**config.mk**
```make
export PLATFORM = sky130hd
export DESIGN_NAME = wm_panel_input
export DESIGN_NICKNAME = d
export VERILOG_FILES = /design/src/rtl/wm_panel_input.sv
export SDC_FILE = /design/constraint.sdc
export NUM_CORES = 1
export LEC_CHECK = 0
export ABC_AREA = 1
export BUFFER_PORTS_ARGS = -buffer_cell sky130_fd_sc_hd__buf_2
export CAP_MARGIN = 20
export CORE_AREA = 2 2 122 112
export DETAILED_ROUTE_END_ITERATION = 7
export DIE_AREA = 0 0 124 114
export PLACE_DENSITY = 0.81
export SLEW_MARGIN = 5
export SYNTH_ARGS = -nofsm -noshare
export SYNTH_HDL_FRONTEND = slang
export SYNTH_SLANG_ARGS = --single-unit
```
**constraint.sdc**
```tcl
create_clock -name clk -period 1.4 [get_ports clk]
set_input_delay 0.07 -clock clk [delete_from_list [all_inputs] [get_ports clk]]
set_output_delay 0.07 -clock clk [all_outputs]
set_load 0.005 [all_outputs]
```
**src/rtl/wm_panel_input.sv**
```systemverilog
// Front-panel conditioner: synchronises and debounces the panel keys and switches, then turns
// key presses into registered run/pause/mode commands for the washing-machine controller.
module wm_panel_input #(
  parameter int unsigned DEBOUNCE_CYCLES = 1_000_000,
  parameter int unsigned CNT_W           = 20,
  parameter int unsigned NUM_MODES       = 3
) (
  input  logic       clk,
  input  logic       reset,
  input  logic       key_start_n,
  input  logic       key_pause_n,
  input  logic       key_mode_n,
  input  logic       sw_cover,
  input  logic       sw_water,
  output logic       start,
  output logic       pause,
  output logic [1:0] mode,
  output logic       cover_closed,
  output logic       water_connected,
  output logic [1:0] run_state
);

  localparam int unsigned NumIn = 5;
  // Bit order: {water, cover, mode key, pause key, start key}; keys idle high, switches low.
  localparam logic [NumIn-1:0] IdleLvl = 5'b00111;
  localparam logic [CNT_W-1:0] CntMax  = CNT_W'(DEBOUNCE_CYCLES - 1);
  localparam logic [1:0]       ModeMax = 2'(NUM_MODES - 1);

  typedef enum logic [1:0] {
    StStopped = 2'd0,
    StRunning = 2'd1,
    StPaused  = 2'd2
  } run_state_e;

  logic [NumIn-1:0] raw;
  logic [NumIn-1:0] sync1_q, sync2_q, filt_q, filt_prev_q;
  logic [CNT_W-1:0] cnt_q [NumIn];

  run_state_e state_q, state_d;
  logic [1:0] mode_q, mode_d;
  logic       start_q, pause_q;
  logic       press_start, press_pause, press_mode, ok;

  assign raw = {sw_water, sw_cover, key_mode_n, key_pause_n, key_start_n};

  always_ff @(posedge clk) begin
    if (reset) begin
      sync1_q     <= IdleLvl;
      sync2_q     <= IdleLvl;
      filt_q      <= IdleLvl;
      filt_prev_q <= IdleLvl;
      for (int i = 0; i < NumIn; i++) begin
        cnt_q[i] <= '0;
      end
    end else begin
      sync1_q     <= raw;
      sync2_q     <= sync1_q;
      filt_prev_q <= filt_q;
      for (int i = 0; i < NumIn; i++) begin
        if (sync2_q[i] == filt_q[i]) begin
          cnt_q[i] <= '0;
        end else if (cnt_q[i] == CntMax) begin
          filt_q[i] <= sync2_q[i];
          cnt_q[i]  <= '0;
        end else begin
          cnt_q[i] <= cnt_q[i] + CNT_W'(1);
        end
      end
    end
  end

  // Falling edge of a filtered key is a press; releases and holds produce nothing.
  assign press_start = filt_prev_q[0] & ~filt_q[0];
  assign press_pause = filt_prev_q[1] & ~filt_q[1];
  assign press_mode  = filt_prev_q[2] & ~filt_q[2];
  assign ok          = filt_q[3] & filt_q[4];

  always_comb begin
    state_d = state_q;
    mode_d  = mode_q;
    unique case (state_q)
      StStopped: begin
        // Only the highest-priority pulse of the cycle is acted on.
        if (press_start) begin
          if (ok) state_d = StRunning;
        end else if (!press_pause && press_mode) begin
          mode_d = (mode_q == ModeMax) ? 2'd0 : mode_q + 2'd1;
        end
      end
      StRunning: begin
        if (!ok)              state_d = StPaused;
        else if (press_start) state_d = StStopped;
        else if (press_pause) state_d = StPaused;
      end
      StPaused: begin
        if (press_start)              state_d = StStopped;
        else if (press_pause && ok)   state_d = StRunning;
      end
      default: state_d = StStopped;
    endcase
  end

  always_ff @(posedge clk) begin
    if (reset) begin
      state_q <= StStopped;
      mode_q  <= 2'd0;
      start_q <= 1'b0;
      pause_q <= 1'b0;
    end else begin
      state_q <= state_d;
      mode_q  <= mode_d;
      start_q <= (state_d == StRunning);
      pause_q <= (state_d == StPaused);
    end
  end

  assign start           = start_q;
  assign pause           = pause_q;
  assign mode            = mode_q;
  assign run_state       = state_q;
  assign cover_closed    = filt_q[3];
  assign water_connected = filt_q[4];

endmodule

```
==> results <==
- The run finished, with violations left.
- The checks that failed: DRC, setup timing.
- STA classifies the critical path startpoint as a register.
- The TritonCTS clock tree is yes.
- The number of standard cells after synthesis is 894.
- The number of nets in the final layout is roughly 1200.
- The maximum resistive drop on vdd is 0.0009754 V.
- Counting tap cells, the placed design contains a total of approximately 1300 instances.
- The shortest clock period the worst path allows after layout is approximately 1600 ps.
- Setup violations remaining at the end of the flow were counted as about 100.
- With fillers left out, the area of the finished cells amounts to ~11000 sq um.
- The delay of the slowest cell on the worst path is about 500 ps.
- The cell area that synthesis handed to floorplanning was 7157 sq um.
- The maximum clock insertion buffer count is 2.
- The area growth from synthesis to layout is 53.36%.
- Leaving out fill and tap cells, the most frequent cell in the layout is sky130_fd_sc_hd__nand2_1.
- The number of buffers created by CTS is 17.
- The fraction of layout cells with a size suffix above 1 is 0.3722.
- For the worst setup path, the data required time is 1580 ps.
- The number of antenna diodes in the final layout is 0.
- The global-route wire length before repair is a little over 30000 microns.
- Once placement finished, the instance area stood at around 9000 sq um.
- STA classifies the critical path endpoint as a register.
- The count of pins over their slew limit was 0.
- For this run the aggregate overflow at the end of global routing stands at 0.
- Of all flip-flops after synthesis, the portion carrying an async set or reset was 0.
- The H-tree generated during clock tree synthesis spans 4 levels.
- The post-detailed-route count of antenna-violating nets is 0.
- Setup repair after global routing could not meet its margin everywhere.
- The average instance in the mapped netlist occupies around 8.0 sq um.
- The count of buffers added on input and output ports is 14.
- At the worst endpoint, the arrival time is 1810 ps.
- The leakage power total is about 4.4 nW.
- The period utilization is 1.165.
- The starting density of the core is 0.5500.
- The type of the worst min-delay path is primary input to register.
- Hold timing on the final database bottoms out at a slack of between 300 and 400 ps.
- Routability-driven placement finished with a final weighted congestion of 0.9265.
- The clock sink count is 124.
- Dividing total power by cell area gives a power density of just under 900 nW/um^2.
- The commonest register cell after synthesis is sky130_fd_sc_hd__edfxtp_1.
- Setup slack on the critical path of the routed design comes to -231.6 ps.
- The final hold violation count is 0.
- In this run the count of I/O pins placed on the die edge is 15.
- Counting the fill cells in the layout gives 664.
- Yosys mapped the design onto 31 distinct sky130hd cell types.
- The area occupied by multi-input gates is around 4600 sq um.
- Across every metal layer, demand over resource in global routing totals 0.2796.
- The floorplan step set the die width to between 100 and 150 microns.
- The number of remaining DRC errors is 1.
- The final layout contains routed wiring with a total length of roughly 23000 microns.
- In this run the vertical extent of the chip is 114 microns.
- After the flow finishes, the layout carries non-filler instances totaling 1412.
- The slowest stage of the critical path belongs to the cell sky130_fd_sc_hd__edfxtp_1.
- In the routed layout, each cell is associated on average with a via count of 5.407.
- The cell with the most instances on the worst path is sky130_fd_sc_hd__nor2_4.
- The clock transition at the register clock pins on the worst setup and hold paths after CTS is ~60 ps.
- The number of violations of the max-capacitance limit is 0.
- The number of antenna violations at the first check in global routing is 0.
- The area of the die is around 14000 sq um.
- The count of state elements after synthesis is about 120.
- The combined flip-flop and latch cell area is between 3000 and 4000 sq um.
- The routed length per instance is around 16 microns.
- Together, buffers and inverters on the worst path number 0.
- Clock latency on the worst-skew pair, taken at its later pin, is about 430 ps.
- The core area is approximately 13000 sq um.
- The initialized floorplan defines 40 standard-cell rows.
- The signal on the critical path passes through nor2_4 > nand3_2 > nor2_4 > nand3_4 > nand2_4 > nor2_1.
- The count of flip-flops with a built-in enable after synthesis is 100.
- On the critical path the largest part of the delay comes from simple AND/OR/NAND/NOR gates.
- Timing would allow up to between 600 and 700 MHz.
- Across all layers, the routed design uses ~7600 vias.
- The top cell types in the final layout, fill and taps aside, are sky130_fd_sc_hd__nand2_1, sky130_fd_sc_hd__buf_4, sky130_fd_sc_hd__nor2_1, sky130_fd_sc_hd__edfxtp_1, sky130_fd_sc_hd__conb_1.
- The pin count of the biggest net entering global routing is 21.
- Prior to clock tree synthesis, the placed netlist has a worst setup slack of -143.9 ps.
- The number of DRC markers after the initial detailed-route iteration is approximately 880.
- The detailed-placement wirelength estimate is around 12000 microns.
- For this run, the register share of the synthesized area comes to 0.4867.
- The setup skew after layout is between 9 and 10 ps.
- The worst-path maximum fanout is 5.
- The number of global-route vias before repair was 6886.
- The buffer cell driving the clock tree root is sky130_fd_sc_hd__clkbuf_16.
- The count of synthesis-stage warnings from yosys is 0.
- The startpoint-to-endpoint class of the critical path is register to register.
- The first TritonRoute pass finished after 8 iterations.
## logic make-up (layout without fill, tap and decap cells)
logic type | after synthesis | count (layout) | share of synthesized area
compound gates | 64 | 64 | 0.04755
flops | 124 | 124 | 0.4867
simple gates | 567 | 573 | 0.3517
buf+inv | 92 | 337 | 0.05454
xor+xnor | 41 | 41 | 0.05017
fa+ha+maj | 5 | 5 | 0.008741
other cells | 1 | 100 | 0.0005240
## final timing paths
check,startpoint,endpoint,slack (ps),cells past startpoint
max,cnt_q[1][8],cnt_q[1][4],-230,6
min,key_pause_n,sync1_q[1],360,3
max reg2reg,cnt_q[1][8],cnt_q[1][4],-230,6
min reg2reg,sync1_q[0],sync2_q[0],410,1
## report_power, final
part           total (mW)  switching (mW)  internal, mW
registers            4.25           0.124          4.12
logic               0.868           0.486         0.383
clock network        4.45            1.63          2.82
## registers in the layout, indices dropped and copies added, names as in the netlist, 2 cells and up
signal,count
run_state,2
filt_q,5
cnt_q,100
sync1_q,5
sync2_q,5
filt_prev_q,3
mode,2
## synthesized netlist by cell type, types with 7 or more instances
cell	n	area, sq um
sky130_fd_sc_hd__nand2_1	228	855.8
sky130_fd_sc_hd__nor2_1	183	686.9
sky130_fd_sc_hd__edfxtp_1	100	3003
sky130_fd_sc_hd__inv_1	79	296.5
sky130_fd_sc_hd__nand3_1	61	305.3
sky130_fd_sc_hd__a21oi_1	44	220.2
sky130_fd_sc_hd__nor2_2	29	181.4
sky130_fd_sc_hd__dfxtp_1	24	480.5
sky130_fd_sc_hd__xnor2_1	23	201.4
sky130_fd_sc_hd__xor2_1	18	157.7
sky130_fd_sc_hd__nand4_1	15	93.84
sky130_fd_sc_hd__o21ai_0	13	65.06
sky130_fd_sc_hd__or2_0	9	56.30
sky130_fd_sc_hd__nand2_2	8	50.05
sky130_fd_sc_hd__or2_2	8	50.05
sky130_fd_sc_hd__nand3_2	7	70.07
## per-stage QoR
| step | setup TNS (ps) | util | total power, mW |
|---|---|---|---|
| after CTS | -7189 | 0.7794 | 9.346 |
| after detailed placement | -10050 | 0.6910 | 4.903 |
| after floorplan | -2145 | - | 4.621 |
| after global routing | -22060 | 0.8435 | 9.791 |
| final | -16640 | 0.8435 | 9.561 |
| after global placement | -6135 | 0.6910 | 4.880 |
## area by class of cell
type / instances / area share
Clock buffer: 28 / 0.05301
Clock inverter: 3 / 0.001596
Inverter: 83 / 0.02861
Multi-Input combinational cell: 783 / 0.4158
Sequential cell: 124 / 0.3175
Tap cell: 168 / 0.01915
Timing Repair Buffer: 223 / 0.1644
## routing by layer
metal,GRT usage,vias to the layer above,part of all wire
li1,-,3488,-
met1,0.3213,3540,0.37
met2,0.4905,463,0.50
met3,0.05850,144,0.079
met4,0.1401,0,0.049
met5,0,-,0
## tightest hold or removal path: stages
cell and delay (ps):
sky130_fd_sc_hd__dlygate4sd3_1 510, sky130_fd_sc_hd__buf_2 90, sky130_fd_sc_hd__or2_2 80
## repair_timing
action,4_1_cts,5_1_grt
hold buffers,6,0
setup buffers,21,36
resized for setup,76,129
gates cloned,5,4
endpoints found under the setup margin,101,108
endpoints found under the hold margin,6,0
pin swaps,23,34
Power figures use the tool's default switching activity.
